[src/rtl/multicycle_control_pkg.sv]
// Shared definitions for the multi-cycle CPU control sequencer.
// Holds the supported opcode constants, the 4-bit state encodings, the
// datapath mux/ALU encodings, and the bundled control-word struct that the
// state decoder hands to the top level.
package multicycle_control_pkg;

  // Opcode field values of the supported instructions
  localparam logic [5:0] OP_RTYPE = 6'b000000;
  localparam logic [5:0] OP_LW    = 6'b100011;
  localparam logic [5:0] OP_SW    = 6'b101011;
  localparam logic [5:0] OP_BEQ   = 6'b000100;
  localparam logic [5:0] OP_J     = 6'b000010;
  localparam logic [5:0] OP_ADDI  = 6'b001000;

  // Sequencer states; encodings are visible on state_o and must not change
  typedef enum logic [3:0] {
    ST_FETCH  = 4'd0,
    ST_DECODE = 4'd1,
    ST_MADDR  = 4'd2,
    ST_MREAD  = 4'd3,
    ST_MWB    = 4'd4,
    ST_MWRITE = 4'd5,
    ST_EXEC   = 4'd6,
    ST_RWB    = 4'd7,
    ST_BRANCH = 4'd8,
    ST_JUMP   = 4'd9,
    ST_IEXEC  = 4'd10,
    ST_IWB    = 4'd11,
    ST_TRAP   = 4'd12
  } state_e;

  // ALU B operand select
  localparam logic [1:0] SRCB_REG_B   = 2'b00;
  localparam logic [1:0] SRCB_FOUR    = 2'b01;
  localparam logic [1:0] SRCB_IMM     = 2'b10;
  localparam logic [1:0] SRCB_IMM_SH2 = 2'b11;

  // ALU operation request to ALUControl
  localparam logic [1:0] ALUOP_ADD   = 2'b00;
  localparam logic [1:0] ALUOP_SUB   = 2'b01;
  localparam logic [1:0] ALUOP_FUNCT = 2'b10;

  // Next-PC select
  localparam logic [1:0] PCSRC_ALU    = 2'b00;
  localparam logic [1:0] PCSRC_ALUOUT = 2'b01;
  localparam logic [1:0] PCSRC_JUMP   = 2'b10;

  // Full set of datapath controls produced for one state
  typedef struct packed {
    logic       pc_write;
    logic       pc_write_cond;
    logic       ir_write;
    logic       reg_write;
    logic       mem_read;
    logic       mem_write;
    logic       iord;
    logic       reg_dst;
    logic       mem_to_reg;
    logic       alu_src_a;
    logic [1:0] alu_src_b;
    logic [1:0] alu_op;
    logic [1:0] pc_source;
    logic       illegal;
  } ctrl_t;

  // States whose exit always retires an instruction (MWRITE is handled
  // separately because its exit depends on the memory handshake).
  function automatic logic retires_on_exit(input state_e st);
    return (st == ST_MWB) || (st == ST_RWB) || (st == ST_BRANCH) ||
           (st == ST_JUMP) || (st == ST_IWB);
  endfunction

endpackage

[src/rtl/multicycle_ctrl_decode.sv]
// Pure-combinational state-to-controls decoder for multicycle_control.
// Ports:
//   state_i     current sequencer state encoding
//   mem_ready_i shared-memory ready; only gates irWrite/pcWrite in FETCH
//   ctrl_o      every datapath enable / mux select for this state
// Unreachable encodings (13-15) produce an all-zero control word.
module multicycle_ctrl_decode
  import multicycle_control_pkg::*;
(
  input  logic [3:0] state_i,
  input  logic       mem_ready_i,
  output ctrl_t      ctrl_o
);

  always_comb begin
    ctrl_o = '0;
    case (state_i)
      ST_FETCH: begin
        ctrl_o.mem_read  = 1'b1;
        ctrl_o.alu_src_b = SRCB_FOUR;
        // Latch the instruction and advance PC only once the read completes
        ctrl_o.ir_write  = mem_ready_i;
        ctrl_o.pc_write  = mem_ready_i;
      end
      ST_DECODE: begin
        ctrl_o.alu_src_b = SRCB_IMM_SH2;
      end
      ST_MADDR: begin
        ctrl_o.alu_src_a = 1'b1;
        ctrl_o.alu_src_b = SRCB_IMM;
      end
      ST_MREAD: begin
        ctrl_o.mem_read = 1'b1;
        ctrl_o.iord     = 1'b1;
      end
      ST_MWB: begin
        ctrl_o.reg_write  = 1'b1;
        ctrl_o.mem_to_reg = 1'b1;
      end
      ST_MWRITE: begin
        ctrl_o.mem_write = 1'b1;
        ctrl_o.iord      = 1'b1;
      end
      ST_EXEC: begin
        ctrl_o.alu_src_a = 1'b1;
        ctrl_o.alu_op    = ALUOP_FUNCT;
      end
      ST_RWB: begin
        ctrl_o.reg_write = 1'b1;
        ctrl_o.reg_dst   = 1'b1;
      end
      ST_BRANCH: begin
        ctrl_o.alu_src_a     = 1'b1;
        ctrl_o.alu_op        = ALUOP_SUB;
        ctrl_o.pc_write_cond = 1'b1;
        ctrl_o.pc_source     = PCSRC_ALUOUT;
      end
      ST_JUMP: begin
        ctrl_o.pc_write  = 1'b1;
        ctrl_o.pc_source = PCSRC_JUMP;
      end
      ST_IEXEC: begin
        ctrl_o.alu_src_a = 1'b1;
        ctrl_o.alu_src_b = SRCB_IMM;
      end
      ST_IWB: begin
        ctrl_o.reg_write = 1'b1;
      end
      ST_TRAP: begin
        ctrl_o.illegal = 1'b1;
      end
      default: ctrl_o = '0;
    endcase
  end

endmodule

[src/rtl/multicycle_control.sv]
// Multi-cycle CPU control sequencer (Moore FSM).
// Steps each instruction through FETCH/DECODE/execute/memory/write-back,
// waits on the shared memory's ready in FETCH, MREAD and MWRITE, counts
// retired instructions and parks in TRAP on unsupported opcodes.
// Ports:
//   clk_i, rst_i      clock, synchronous active-high reset
//   op_i              instruction opcode (used in DECODE and MADDR)
//   memReady_i        shared memory completed the current access
//   *_o controls      datapath enables and mux selects
//   state_o           current state encoding (debug)
//   illegal_o         high while trapped
//   instret_o         retired-instruction count (wraps)
// Handshake: memReady_i is a single-cycle completion strobe; the memory
// request (memRead_o/memWrite_o) is held for every wait cycle and the
// access is considered done only in the cycle memReady_i is 1.
module multicycle_control
  import multicycle_control_pkg::*;
#(
  parameter int RETIRE_W = 32
) (
  input  logic                clk_i,
  input  logic                rst_i,
  input  logic [5:0]          op_i,
  input  logic                memReady_i,
  output logic                pcWrite_o,
  output logic                pcWriteCond_o,
  output logic                irWrite_o,
  output logic                regWrite_o,
  output logic                memRead_o,
  output logic                memWrite_o,
  output logic                iorD_o,
  output logic                regDst_o,
  output logic                memToReg_o,
  output logic                aluSrcA_o,
  output logic [1:0]          aluSrcB_o,
  output logic [1:0]          aluOp_o,
  output logic [1:0]          pcSource_o,
  output logic [3:0]          state_o,
  output logic                illegal_o,
  output logic [RETIRE_W-1:0] instret_o
);

  localparam logic [RETIRE_W-1:0] ONE = {{(RETIRE_W-1){1'b0}}, 1'b1};

  state_e              state_q, state_d;
  logic [RETIRE_W-1:0] instret_q, instret_d;
  logic                retire;
  ctrl_t               ctrl;

  // Next-state and retirement
  always_comb begin
    state_d = state_q;
    retire  = 1'b0;
    case (state_q)
      ST_FETCH:  if (memReady_i) state_d = ST_DECODE;
      ST_DECODE: begin
        case (op_i)
          OP_LW, OP_SW: state_d = ST_MADDR;
          OP_RTYPE:     state_d = ST_EXEC;
          OP_BEQ:       state_d = ST_BRANCH;
          OP_J:         state_d = ST_JUMP;
          OP_ADDI:      state_d = ST_IEXEC;
          default:      state_d = ST_TRAP;
        endcase
      end
      ST_MADDR:  state_d = (op_i == OP_LW) ? ST_MREAD : ST_MWRITE;
      ST_MREAD:  if (memReady_i) state_d = ST_MWB;
      ST_MWB:    state_d = ST_FETCH;
      ST_MWRITE: begin
        if (memReady_i) begin
          state_d = ST_FETCH;
          retire  = 1'b1;
        end
      end
      ST_EXEC:   state_d = ST_RWB;
      ST_RWB:    state_d = ST_FETCH;
      ST_BRANCH: state_d = ST_FETCH;
      ST_JUMP:   state_d = ST_FETCH;
      ST_IEXEC:  state_d = ST_IWB;
      ST_IWB:    state_d = ST_FETCH;
      ST_TRAP:   state_d = ST_TRAP;
      // Encodings 13-15 are never entered legitimately; treat as a fault
      default:   state_d = ST_TRAP;
    endcase
    if (retires_on_exit(state_q)) retire = 1'b1;
    instret_d = retire ? (instret_q + ONE) : instret_q;
  end

  always_ff @(posedge clk_i) begin
    if (rst_i) begin
      state_q   <= ST_FETCH;
      instret_q <= '0;
    end else begin
      state_q   <= state_d;
      instret_q <= instret_d;
    end
  end

  multicycle_ctrl_decode u_decode (
    .state_i     (state_q),
    .mem_ready_i (memReady_i),
    .ctrl_o      (ctrl)
  );

  // Committing enables are suppressed while reset is held so an abandoned
  // instruction cannot write anything in the reset cycle.
  assign pcWrite_o     = ctrl.pc_write      & ~rst_i;
  assign pcWriteCond_o = ctrl.pc_write_cond & ~rst_i;
  assign irWrite_o     = ctrl.ir_write      & ~rst_i;
  assign regWrite_o    = ctrl.reg_write     & ~rst_i;
  assign memWrite_o    = ctrl.mem_write     & ~rst_i;
  assign memRead_o     = ctrl.mem_read;
  assign iorD_o        = ctrl.iord;
  assign regDst_o      = ctrl.reg_dst;
  assign memToReg_o    = ctrl.mem_to_reg;
  assign aluSrcA_o     = ctrl.alu_src_a;
  assign aluSrcB_o     = ctrl.alu_src_b;
  assign aluOp_o       = ctrl.alu_op;
  assign pcSource_o    = ctrl.pc_source;
  assign illegal_o     = ctrl.illegal;
  assign state_o       = state_q;
  assign instret_o     = instret_q;

endmodule

[config.mk]
export PLATFORM = sky130hd
export DESIGN_NAME = multicycle_control
export DESIGN_NICKNAME = d
export VERILOG_FILES = /design/src/rtl/multicycle_control_pkg.sv /design/src/rtl/multicycle_ctrl_decode.sv /design/src/rtl/multicycle_control.sv
export SDC_FILE = /design/constraint.sdc
export NUM_CORES = 1
export LEC_CHECK = 0
export ABC_AREA = 1
export BUFFER_PORTS_ARGS = -buffer_cell sky130_fd_sc_hd__clkbuf_2
export CAP_MARGIN = 20
export CORE_UTILIZATION = 40
export CTS_CLUSTER_SIZE = 12
export DETAILED_ROUTE_END_ITERATION = 7
export HOLD_SLACK_MARGIN = 0.08
export SETUP_SLACK_MARGIN = 0.4
export SYNTH_ARGS = -nofsm -noshare
export SYNTH_HDL_FRONTEND = slang
export SYNTH_SLANG_ARGS = --single-unit
export TNS_END_PERCENT = 1
[constraint.sdc]
create_clock -name clk_i -period 2 [get_ports clk_i]
set_input_delay 0.4 -clock clk_i [delete_from_list [all_inputs] [get_ports clk_i]]
set_output_delay 0.4 -clock clk_i [all_outputs]
set_load 0.05 [all_outputs]
# Word level (Yosys, flattened, before mapping)
# Index checks and enable logic that the tools add are counted.
[classes] n_addsub=1 n_mux=23 n_eq_ne=20 n_reduce_logical=14 bitwise_logic=6
[op_table] cell="$add A32 B1 Y32 const B" n=1
[op_table] cell="$pmux W4 S8" n=1
[op_table] cell="$eq A4 B4 Y1 const B" n=5
[op_table] cell="$pmux W4 S5" n=1
[op_table] cell="$eq A4 B3 Y1 const B" n=4
[op_table] cell="$mux W1" n=13
[op_table] cell="$eq A6 B6 Y1 const B" n=2
[op_table] cell="$mux W4" n=3
[op_table] cell="$eq A4 B2 Y1 const B" n=2
[op_table] cell="$pmux W2 S2" n=2
[op_table] cell="$reduce_or A2 Y1" n=4
[op_table] cell="$eq A6 B2 Y1 const B" n=1
[op_table] cell="$eq A6 B3 Y1 const B" n=1
[op_table] cell="$eq A6 B4 Y1 const B" n=1
[op_table] cell="$logic_not A6 Y1" n=1
[op_table] cell="$ne A2 B2 Y1 const B" n=3
[op_table] cell="$pmux W2 S3" n=1
[op_table] cell="$and A1 B1 Y1" n=5
[op_table] cell="$reduce_or A5 Y1" n=1
[op_table] cell="$eq A4 B1 Y1 const B" n=1
[op_table] cell="$logic_not A4 Y1" n=1
[op_table] cell="$logic_or A1 B1 Y1" n=4
[op_table] cell="$reduce_or A4 Y1" n=1
[op_table] cell="$mux W3" n=1
[op_table] cell="other kinds (4)" n=4
[totals] inputBits=9 regBits=36 out_inout_bits=53 word_cells=66

# Depth between registers and ports, before layout
# Gate-level depths: netlist (run 1).
[depth] word_depth=6 depth_mapped=11

# Modules after synthesis
# A second synthesis (run 1) with hierarchy kept.
[hier_totals] cells_unflattened=469 hier_area_um2=2650.0
[modules_own_cells] mod="multicycle_control" instances=1 cells_each=428 seq_area_each_um2=720.7 area_each_um2=2473.6
[modules_own_cells] mod="multicycle_ctrl_decode" instances=1 cells_each=41 seq_area_each_um2=0.0 area_each_um2=176.4

# Least setup slack after synthesis (run 1)
# OpenSTA, ideal clock, no wires.
[synth_path] path_type="register -> output" start="register state_q[3] (netlist: state_o[3])" end="output pcWriteCond_o" setup_slack_ps=-1001 arrival_time_ps=2601 n_path_buf=0 stages_incl_launch_ff=7 cell_sequence="dfxtp_1 -> inv_2 -> nor2_2 -> inv_1 -> nor2_1 -> inv_1 -> nor2_1"
[synth_between] elab_chain_len=3
[synth_rtl] element="from (decl)" line="multicycle_control.sv:45" text="state_e state_q, state_d;"
[synth_rtl] element="from (signal assigned)" line="multicycle_control.sv:94" text="state_q <= state_d;"
[synth_rtl] element="$eq A4 B4 Y1" line="multicycle_ctrl_decode.sv:17" text="case (state_i)"
[synth_rtl] element="$mux W1" line="multicycle_ctrl_decode.sv:17"
[synth_rtl] element="$and A1 B1 Y1" line="multicycle_control.sv:108" text="assign pcWriteCond_o = ctrl.pc_write_cond & ~rst_i;"
[synth_rtl] element="to (decl)" line="multicycle_control.sv:26" text="output logic pcWriteCond_o,"
# No other way between the ends.

# Worst setup path in the final report (run 1)
[layout_path] start="register state_q[1] (netlist: state_o[1])" end="output regWrite_o"
[layout_between] elab_chain_len=4 word_cells_on_any_way=6 cone_classes="3 x eq/ne; 1 x mux; 1 x bitwise; 1 x reduce/logical"
[layout_rtl] element="$eq A4 B3 Y1 / $eq A4 B4 Y1 (equally long branches)" line="multicycle_ctrl_decode.sv:17"
[layout_rtl] element="$reduce_or A3 Y1 (no source line) (*)"
[layout_rtl] element="$mux W1 (*)" line="multicycle_ctrl_decode.sv:17"
[layout_rtl] element="$and A1 B1 Y1 (*)" line="multicycle_control.sv:110" text="assign regWrite_o = ctrl.reg_write & ~rst_i;"
[layout_rtl] element="to (decl)" line="multicycle_control.sv:28" text="output logic regWrite_o,"
# Every way passes the cells marked *; elsewhere a longest branch is shown, timed or not.

==> results of run 1 <==
==> what timing repair did <==
item                                    in CTS  in global routing
pin swaps                                    9                  6
hold buffers                                 0                  0
endpoints found under the setup margin      27                 47
resized for setup                           27                 17
buffers inserted                            13                  1
==> area by class of cell <==
| type | count | area (um^2) | share of cell area |
|---|---|---|---|
| multi-input combinational | 345 | 1750 | 0.511 |
| inverter | 48 | 183 | 0.0533 |
| tap | 77 | 96.3 | 0.0281 |
| timing repair buffer | 79 | 536 | 0.156 |
| clock buffer | 8 | 121 | 0.0354 |
| sequential | 36 | 741 | 0.216 |
==> logic make-up after synthesis <==
group	synth area share
compound gates	0.0805
xor+xnor	0.0199
fa+ha+maj	0.00474
buf+inv	0.0985
flops	0.273
simple gates	0.523
==> layer usage <==
metal  GRT usage  share of wire  vias to the layer above  wire, um
met4      0.0643          0.016                        0       121
met2       0.380           0.46                       87      3410
met3      0.0408          0.061                       13       454
met5           0              0                        -         0
li1            -              -                     1519         -
met1       0.310           0.46                     1299      3410
==> power groups by stage <==
stage                     clock network [mW]  logic, mW  registers, mW
after floorplan                            0       1.18           1.00
after global placement                     0       1.56          0.869
after detailed placement                   0       1.56          0.875
after CTS                              0.692       1.76          0.870
after global routing                   0.717       1.95          0.888
final                                  0.674       1.81          0.875
==> sequential cells by signal (all words and copies together) (netlist names) <==
register   cells
instret_o     32
state_o        4
==> worst max path at each step <==
stage	end	slack [ps]	startpoint
finish	regWrite_o	240	state_o[1]
detailed placement	instret_o[24]	300	instret_o[0]
CTS	pcWrite_o	220	state_o[0]
global placement	pcWrite_o	320	state_o[2]
global route	aluSrcA_o	180	state_o[3]
floorplan	pcWriteCond_o	150	state_o[3]
==> through the flow <==
| stage | power, mW | instance area, um^2 | setup WS (ps) |
|---|---|---|---|
| floorplan | 2.18 | 2700 | 151 |
| global placement | 2.43 | 3070 | 324 |
| detailed placement | 2.43 | 3070 | 299 |
| CTS | 3.32 | 3390 | 223 |
| global route | 3.55 | 3430 | 180 |
| finish | 3.36 | 3430 | 242 |
==> Yosys cell counts, types with 2 or more instances <==
master    count
buf_4         5
nor3_1        2
nand3_4       2
inv_1        43
xor2_1        5
clkbuf_1      2
nor2_2        6
nand4_1       2
nor2_8        2
nand2_1     148
o21ai_0       8
inv_2         5
nand2_2       3
nor2_1       82
nor3_2        6
or2_2         2
nand3_1      28
a21oi_1      30
dfxtp_1      36
nor2_4        5
nand2_4       4
and2_1        2
==> metrics.cfg, run 1 <==
[place]
port_buffers=61
gp_congestion=0.899
place_inst=571
post-dp-hpwl_um=5400

[global_routing]
antenna_found_initial=0
grt-ovfl-total=0
grt_use_total=0.231
grt_pass1_wl_um=13200
grt_pass1_vias=2810
grt_max_degree=21

[synth]
synth_seq_cells=36
synth_edf_count=0
syn_area_um2=2640
syn-num-nets=449
synth.distinct_cells=33
synth_largest_area_cell=dfxtp_1
synth_cells=439
yosys_most_used_dff=dfxtp_1
synth_area_leaders=dfxtp_1 27%, nand2_1 21%, nor2_1 12%, inv_1 6.1%, a21oi_1 5.7%
yosysTopAreaCellShare=0.273
ys_warn_count=0
synthArstFlopShare=0
syn_avg_cell_area_um2=6.02
yosysSeqAreaShare=0.273

[sta]
max_freq_mhz=569
skew_ps=4.92
fin_tns_setup_ps=0
holdWs_ps=463
fin_crit_ps=1760
slew_headroom=0.627
worst-slew-pin-transition_ps=558
maxSlewViolCount=0
setup_violations=0
rsz0062_at_grt=true
hold_viol=0
min_period_over_period=0.879

[clock_tree]
cts_tree=built
clkTransAtPathRegs_ps=80
clockBufferDepth=2
insertion_delay_ps=290
cts_buffers=5
cts_max_level=2
cts.sinks=36
clock-root-buffer=clkbuf_8

[die]
die-area_um2=6930
ios=62
initial_core_util=0.416
die_w_um=83.3
core_um2=6350
rows=29
die_y_um=83.3

[outcome]
outcome=completed

[layout]
finalNonFillerCells=593
nNetsFinal=525
utilization=0.540
fillers=649
final_common_cell=nand2_1
n_antenna_cell=0
drive_gt1_frac=0.293
syn_to_final_growth_pct=29.8
final_cell_mix=145 x nand2_1, 74 x nor2_1, 49 x clkbuf_2, 39 x inv_1, 30 x dfxtp_1

[worst_setup_path]
crit-reg2reg-launch=instret_o[2]
cp_cell_sequence=nand2_1 -> inv_2 -> nand3_4 -> a21oi_2 -> buf_8
arrival_ps=1360
worstPathRequired_ps=1600
crit_buf_inv=2
worst_r2r_path_depth=9
cpLargestDelayFamily=flip-flops
cpPeakStageDelay_ps=410
end_kind=output pin
worstPathMaxFanout=6
setup.worst_path.start_class=register
ff2ff_setup_slack_ps=340
reg2reg_to=instret_o[21]
path_depth=5
cp_slowest_cell=dfxtp_4
criticalPathCategory=reg -> out

[pwr]
intPower_mw=1.75
switching_share=0.480
p_sw_mw=1.61
p_comb_frac=0.539
peakVddDrop_mv=0.908
p_leak_nw=1.47
pwr-share-clk=0.201
p_seq_frac=0.260
p_per_area_nw_per_um2=979

[drt]
drtPass1Iterations=5
num_vias=2918
viasPerCell=4.92
drc_errors=0
initialDrtViolationCount=151
routed_wl_um=7390
wl_per_cell_um=12.5
ant_nets=0

[worst_hold_path]
whs_endpoint=state_o[0]
hp-start=rst_i
hold_path_class=in -> reg
holdPathStages=2

[run]
cap_violations=0

No activity file was read; power rests on OpenSTA's default activity.
==> run 2, diff against run 1 <==
Settings changed: RECOVER_POWER set to 50.
==> run 2 against run 1 <==
  * Clock power hardly changed
  * Final cell count stayed put
  * Via count hardly changed
  * Clock-buffer cell count stayed put
  * Highest routed layer unchanged
==> metrics.cfg, run 2 (same netlist as run 1, synthesis figures left out) <==
[place]
post-dp-hpwl_um=5400  ; unchanged
gp_congestion=0.899  ; unchanged
place_inst=571  ; unchanged
pre_cts_slack_ps=299  ; unchanged
place_area_um2=3070  ; unchanged
port_buffers=61  ; unchanged

[worst_setup_path]
end_kind=output pin
reg2reg_to=instret_o[21]
crit-reg2reg-launch=state_o[1]
setup.worst_path.start_class=register
criticalPathCategory=reg -> out
worst_r2r_path_depth=10  ; +1
crit_path_end=regWrite_o
ff2ff_setup_slack_ps=290  ; -50 ps
startpoint=state_o[1]
worstPathMaxFanout=6  ; unchanged
worstPathRequired_ps=1600  ; about the same
arrival_ps=1390  ; +30 ps

[clock_tree]
clock-root-buffer=clkbuf_8
clockBufferDepth=2  ; unchanged
clkTransAtPathRegs_ps=80  ; about the same
cts_hold_buf=0  ; unchanged
cts_buffers=5  ; unchanged
cts_max_level=2  ; unchanged
cts_tree=built
cts.sinks=36  ; unchanged
insertion_delay_ps=290  ; about the same

[global_routing]
grt-ovfl-total=0  ; unchanged
antenna_found_initial=0  ; unchanged
grt_pass1_wl_um=13200  ; unchanged
grt_use_total=0.231  ; unchanged
grt_max_degree=21  ; unchanged
grt_pass1_vias=2810  ; unchanged

[layout]
fillers=676  ; +4.2%
utilization=0.532  ; -0.00788
final_common_cell=nand2_1
design_area_um2=3380  ; -1.5%
final_cell_mix=145 x nand2_1, 74 x nor2_1, 40 x inv_1, 36 x clkbuf_1, 30 x dfxtp_1
drive_gt1_frac=0.221  ; -0.0717
largest_reg_flops=32  ; unchanged
nNetsFinal=525  ; unchanged
finalNonFillerCells=593  ; unchanged
syn_to_final_growth_pct=27.9
n_antenna_cell=0  ; unchanged

[sta]
hold_viol=0  ; unchanged
max_freq_mhz=559  ; -1.7%
worst-slew-pin-transition_ps=616  ; +57.6 ps
fin_crit_ps=1790  ; +30.6 ps
slew_headroom=0.591  ; -0.0363
fin_tns_setup_ps=0  ; unchanged
timing.final.ws_setup_ps=211  ; -30.6 ps
setup_violations=0  ; unchanged
min_period_over_period=0.894  ; +0.0153
maxSlewViolCount=0  ; unchanged
skew_ps=7.87  ; +2.95 ps
rsz0062_at_grt=true

[die]
die_y_um=83.3  ; unchanged
rows=29  ; unchanged
initial_core_util=0.416  ; unchanged
die-area_um2=6930  ; unchanged
core_um2=6350  ; unchanged
die_w_um=83.3  ; unchanged
ios=62  ; unchanged

[drt]
routed_wl_um=7440  ; +0.70%
initialDrtViolationCount=141  ; -6.6%
drc_errors=0  ; unchanged
ant_nets=0  ; unchanged
viasPerCell=4.92  ; about the same
num_vias=2919  ; +0.034%
wl_per_cell_um=12.6  ; +0.70%
drtPass1Iterations=5  ; unchanged

[pwr]
peakVddDrop_mv=0.897  ; -1.2%
p_leak_nw=1.34  ; -8.4%
p_sw_mw=1.61  ; -0.33%
p_per_area_nw_per_um2=984  ; +0.51%
switching_share=0.483  ; +0.00304
p_seq_frac=0.263  ; +0.003
p_comb_frac=0.535  ; -0.004
pwr-share-clk=0.202  ; about the same
intPower_mw=1.72  ; -1.5%

[worst_hold_path]
hold_path_class=in -> reg

[outcome]
outcome=completed

[run]
cap_violations=0  ; unchanged

-- run 2: worst min path at each step --
stage                  startpoint             to  slack, ps  depth (start not counted)
floorplan            instret_o[0]   instret_o[0]        600                          1
global placement    instret_o[31]  instret_o[31]        480                          2
detailed placement  instret_o[31]  instret_o[31]        500                          2
CTS                         rst_i     state_o[0]        460                          2
global route                rst_i     state_o[0]        480                          2
finish                      rst_i     state_o[0]        460                          2
-- run 2: cell type report --
cell class / instances / area, um^2 / share of cell area
clock buffers: 8 / 121 / 0.0359
well taps: 77 / 96.3 / 0.0285
repair buffers: 79 / 485 / 0.144
inverters: 48 / 183 / 0.0541
multi-input cells: 345 / 1750 / 0.519
flip-flops and latches: 36 / 741 / 0.219
-- run 2: power by group through the flow --
stage	clock [mW]	combinational [mW]	sequential, mW
after floorplan	0	1.18	1.00
after global placement	0	1.56	0.869
after detailed placement	0	1.56	0.875
after CTS	0.692	1.76	0.870
after global routing	0.717	1.91	0.887
final	0.672	1.78	0.875
-- run 2: through the flow --
stage / power (mW) / hold slack (ps)
global route: 3.52 / 480
finish: 3.33 / 463
CTS: 3.32 / 461
floorplan: 2.18 / 602
detailed placement: 2.43 / 497
global placement: 2.43 / 485
-- run 2: repair_timing --
item | 4_1_cts | 5_1_grt
gates resized for setup | 27 | 17
endpoints found under the setup margin | 27 | 47
pin swaps | 9 | 6
setup buffers | 13 | 1
-- run 2: critical path: stages, from the launching register on --
cell	delay (ps)
dfxtp_4	410
nand2_1	100
inv_1	140
nand3_4	100
a21oi_2	180
buf_8	160
-- run 2: metal layers --
layer | part of all wire | GRT usage | wire (um) | up-vias
li1 | - | - | - | 1522
met1 | 0.48 | 0.310 | 3550 | 1309
met2 | 0.46 | 0.380 | 3430 | 77
met3 | 0.049 | 0.0408 | 367 | 11
met4 | 0.014 | 0.0643 | 102 | 0
met5 | 0 | 0 | 0 | -
==> run 3, diff against run 2 <==
Settings changed: ABC_CLOCK_PERIOD_IN_PS set to 2000, CTS_BUF_LIST set to sky130_fd_sc_hd__clkbuf_8.
==> run 3 against run 2 <==
  * Fmax down 1.3%
  * Total power up 0.94%
  * Combinational power about the same
  * Die area unchanged
  * Utilization down 0.26 points
  * Flip-flop and latch count unchanged
  * Clock power up 7.4%
  * Clock skew down 1.2 ps
  * Global-route usage down 0.15 points
  * Sequential share of layout area up 0.11 points
  * Worst hold slack better by 18 ps
  * Critical path type unchanged
  * Largest cell class unchanged
  * Highest routed layer unchanged
==> metrics.cfg, run 3 (same netlist as run 1, synthesis figures left out) <==
[worst_setup_path]
ff2ff_setup_slack_ps=340  ; +50 ps
cpPeakStageDelay_ps=420  ; about the same
path_depth=5  ; unchanged
crit_buf_inv=2  ; unchanged
cp_cell_sequence=nand2_1 -> inv_1 -> nand2_1 -> nand2_1 -> buf_2
worstPathMaxFanout=7  ; +1
startpoint=state_o[1]
criticalPathCategory=reg -> out
worstPathRequired_ps=1600  ; about the same
cp_slowest_cell=dfxtp_4
worst_r2r_path_depth=9  ; -1
reg2reg_to=instret_o[21]
setup.worst_path.start_class=register
crit-reg2reg-launch=instret_o[2]
crit_path_end=memRead_o
arrival_ps=1410  ; +20 ps
end_kind=output pin
timing.critical_path.mode_cell=nand2_1
cpLargestDelayFamily=flip-flops

[die]
die_w_um=83.3  ; unchanged
rows=29  ; unchanged
die-area_um2=6930  ; unchanged
die_y_um=83.3  ; unchanged
ios=62  ; unchanged
initial_core_util=0.416  ; unchanged
core_um2=6350  ; unchanged

[sta]
worst-slew-pin-transition_ps=619  ; +2.80 ps
skew_ps=6.68  ; -1.19 ps
holdWs_ps=481  ; +17.9 ps
slew_headroom=0.589  ; -0.00186
maxSlewViolCount=0  ; unchanged
rsz0062_at_grt=true
setup_violations=0  ; unchanged
fin_tns_setup_ps=0  ; unchanged
hold_viol=0  ; unchanged
min_period_over_period=0.906  ; +0.0120
fin_crit_ps=1810  ; +24.0 ps
max_freq_mhz=552  ; -1.3%

[global_routing]
grt_use_total=0.230  ; -0.00147
grt-ovfl-total=0  ; unchanged
grt_pass1_vias=2791  ; -0.68%
antenna_found_initial=0  ; unchanged
grt_pass1_wl_um=13100  ; -0.74%
grt_max_degree=21  ; unchanged

[clock_tree]
clock-root-buffer=clkbuf_8
clkTransAtPathRegs_ps=70  ; about the same
cts_hold_buf=0  ; unchanged
insertion_delay_ps=290  ; about the same
clockBufferDepth=2  ; unchanged
cts_buffers=5  ; unchanged
cts_tree=built
cts.sinks=36  ; unchanged
cts_max_level=2  ; unchanged

[run]
cap_violations=0  ; unchanged

[drt]
num_vias=2913  ; -0.21%
drc_errors=0  ; unchanged
ant_nets=0  ; unchanged
drtPass1Iterations=5  ; unchanged
viasPerCell=4.94  ; +0.30%
wl_per_cell_um=12.5  ; -0.36%
routed_wl_um=7380  ; -0.86%
initialDrtViolationCount=134  ; -5.0%

[outcome]
outcome=completed

[layout]
largest_reg_flops=32  ; unchanged
final_common_cell=nand2_1
final_cell_mix=146 x nand2_1, 74 x nor2_1, 40 x inv_1, 36 x clkbuf_1, 30 x dfxtp_1
nNetsFinal=522  ; -0.57%
syn_to_final_growth_pct=27.3
drive_gt1_frac=0.214  ; -0.00651
n_antenna_cell=0  ; unchanged

[pwr]
p_leak_nw=1.33  ; -1.1%
peakVddDrop_mv=0.902  ; +0.55%
p_per_area_nw_per_um2=998  ; +1.4%

[place]
gp_congestion=0.899  ; unchanged
port_buffers=61  ; unchanged
post-dp-hpwl_um=5400  ; unchanged

[worst_hold_path]
holdPathStages=2  ; unchanged
hold_path_class=in -> reg

run 3: timing repair:
action | CTS | global route
cloned | 0 | 0
endpoints found under the setup margin | 27 | 47
resized for setup | 29 | 17
buffers inserted | 10 | 1
pin swaps | 8 | 6
run 3: per-stage QoR:
stage | total power, mW | std cells | util | instance area [um^2] | worst slack (ps)
floorplan | 2.18 | 439 | - | 2700 | 151
global placement | 2.43 | 571 | 0.483 | 3070 | 324
detailed placement | 2.43 | 571 | 0.483 | 3070 | 299
CTS | 3.35 | 589 | 0.530 | 3370 | 222
global route | 3.55 | 590 | 0.530 | 3360 | 85.6
finish | 3.36 | 590 | 0.530 | 3360 | 187
run 3: report_power, final:
group	total, mW	internal, mW	switching [mW]
logic	1.76	0.534	1.22
clock network	0.722	0.440	0.282
registers	0.877	0.781	0.0965
run 3: worst min path at each step:
| stage | startpoint | endpoint |
|---|---|---|
| 2_1_floorplan | instret_o[0] | instret_o[0] |
| 3_5_place_dp | instret_o[31] | instret_o[31] |
| 4_1_cts | rst_i | state_o[0] |
| 6_report | rst_i | state_o[0] |
| 5_1_grt | rst_i | state_o[0] |
| 3_3_place_gp | instret_o[31] | instret_o[31] |
run 3: final cells by class:
cell class	count	area (um^2)
clock inverters	1	30.0
flip-flops and latches	36	741
fillers	679	2990
multi-input cells	345	1760
clock buffers	7	96.3
well taps	77	96.3
inverters	48	183
repair buffers	76	459
run 3: worst register-to-register path, cell delays in order (launching register included):
cell	delay (ps)
dfxtp_1	390
nand2_1	130
nor2_1	250
nand2_2	140
nor2_1	110
nand2_1	90
nor2_1	210
nand3_1	110
nand2_1	80
nor2_1	40
run 3: metal layers:
layer  routed length (um)  track usage  vias to the layer above  share of wire
li1                     -            -                     1512              -
met1                 3480        0.306                     1298           0.47
met2                 3390        0.379                       92           0.46
met3                  404       0.0417                       11          0.055
met4                  102       0.0643                        0          0.014
met5                    0            0                        -              0
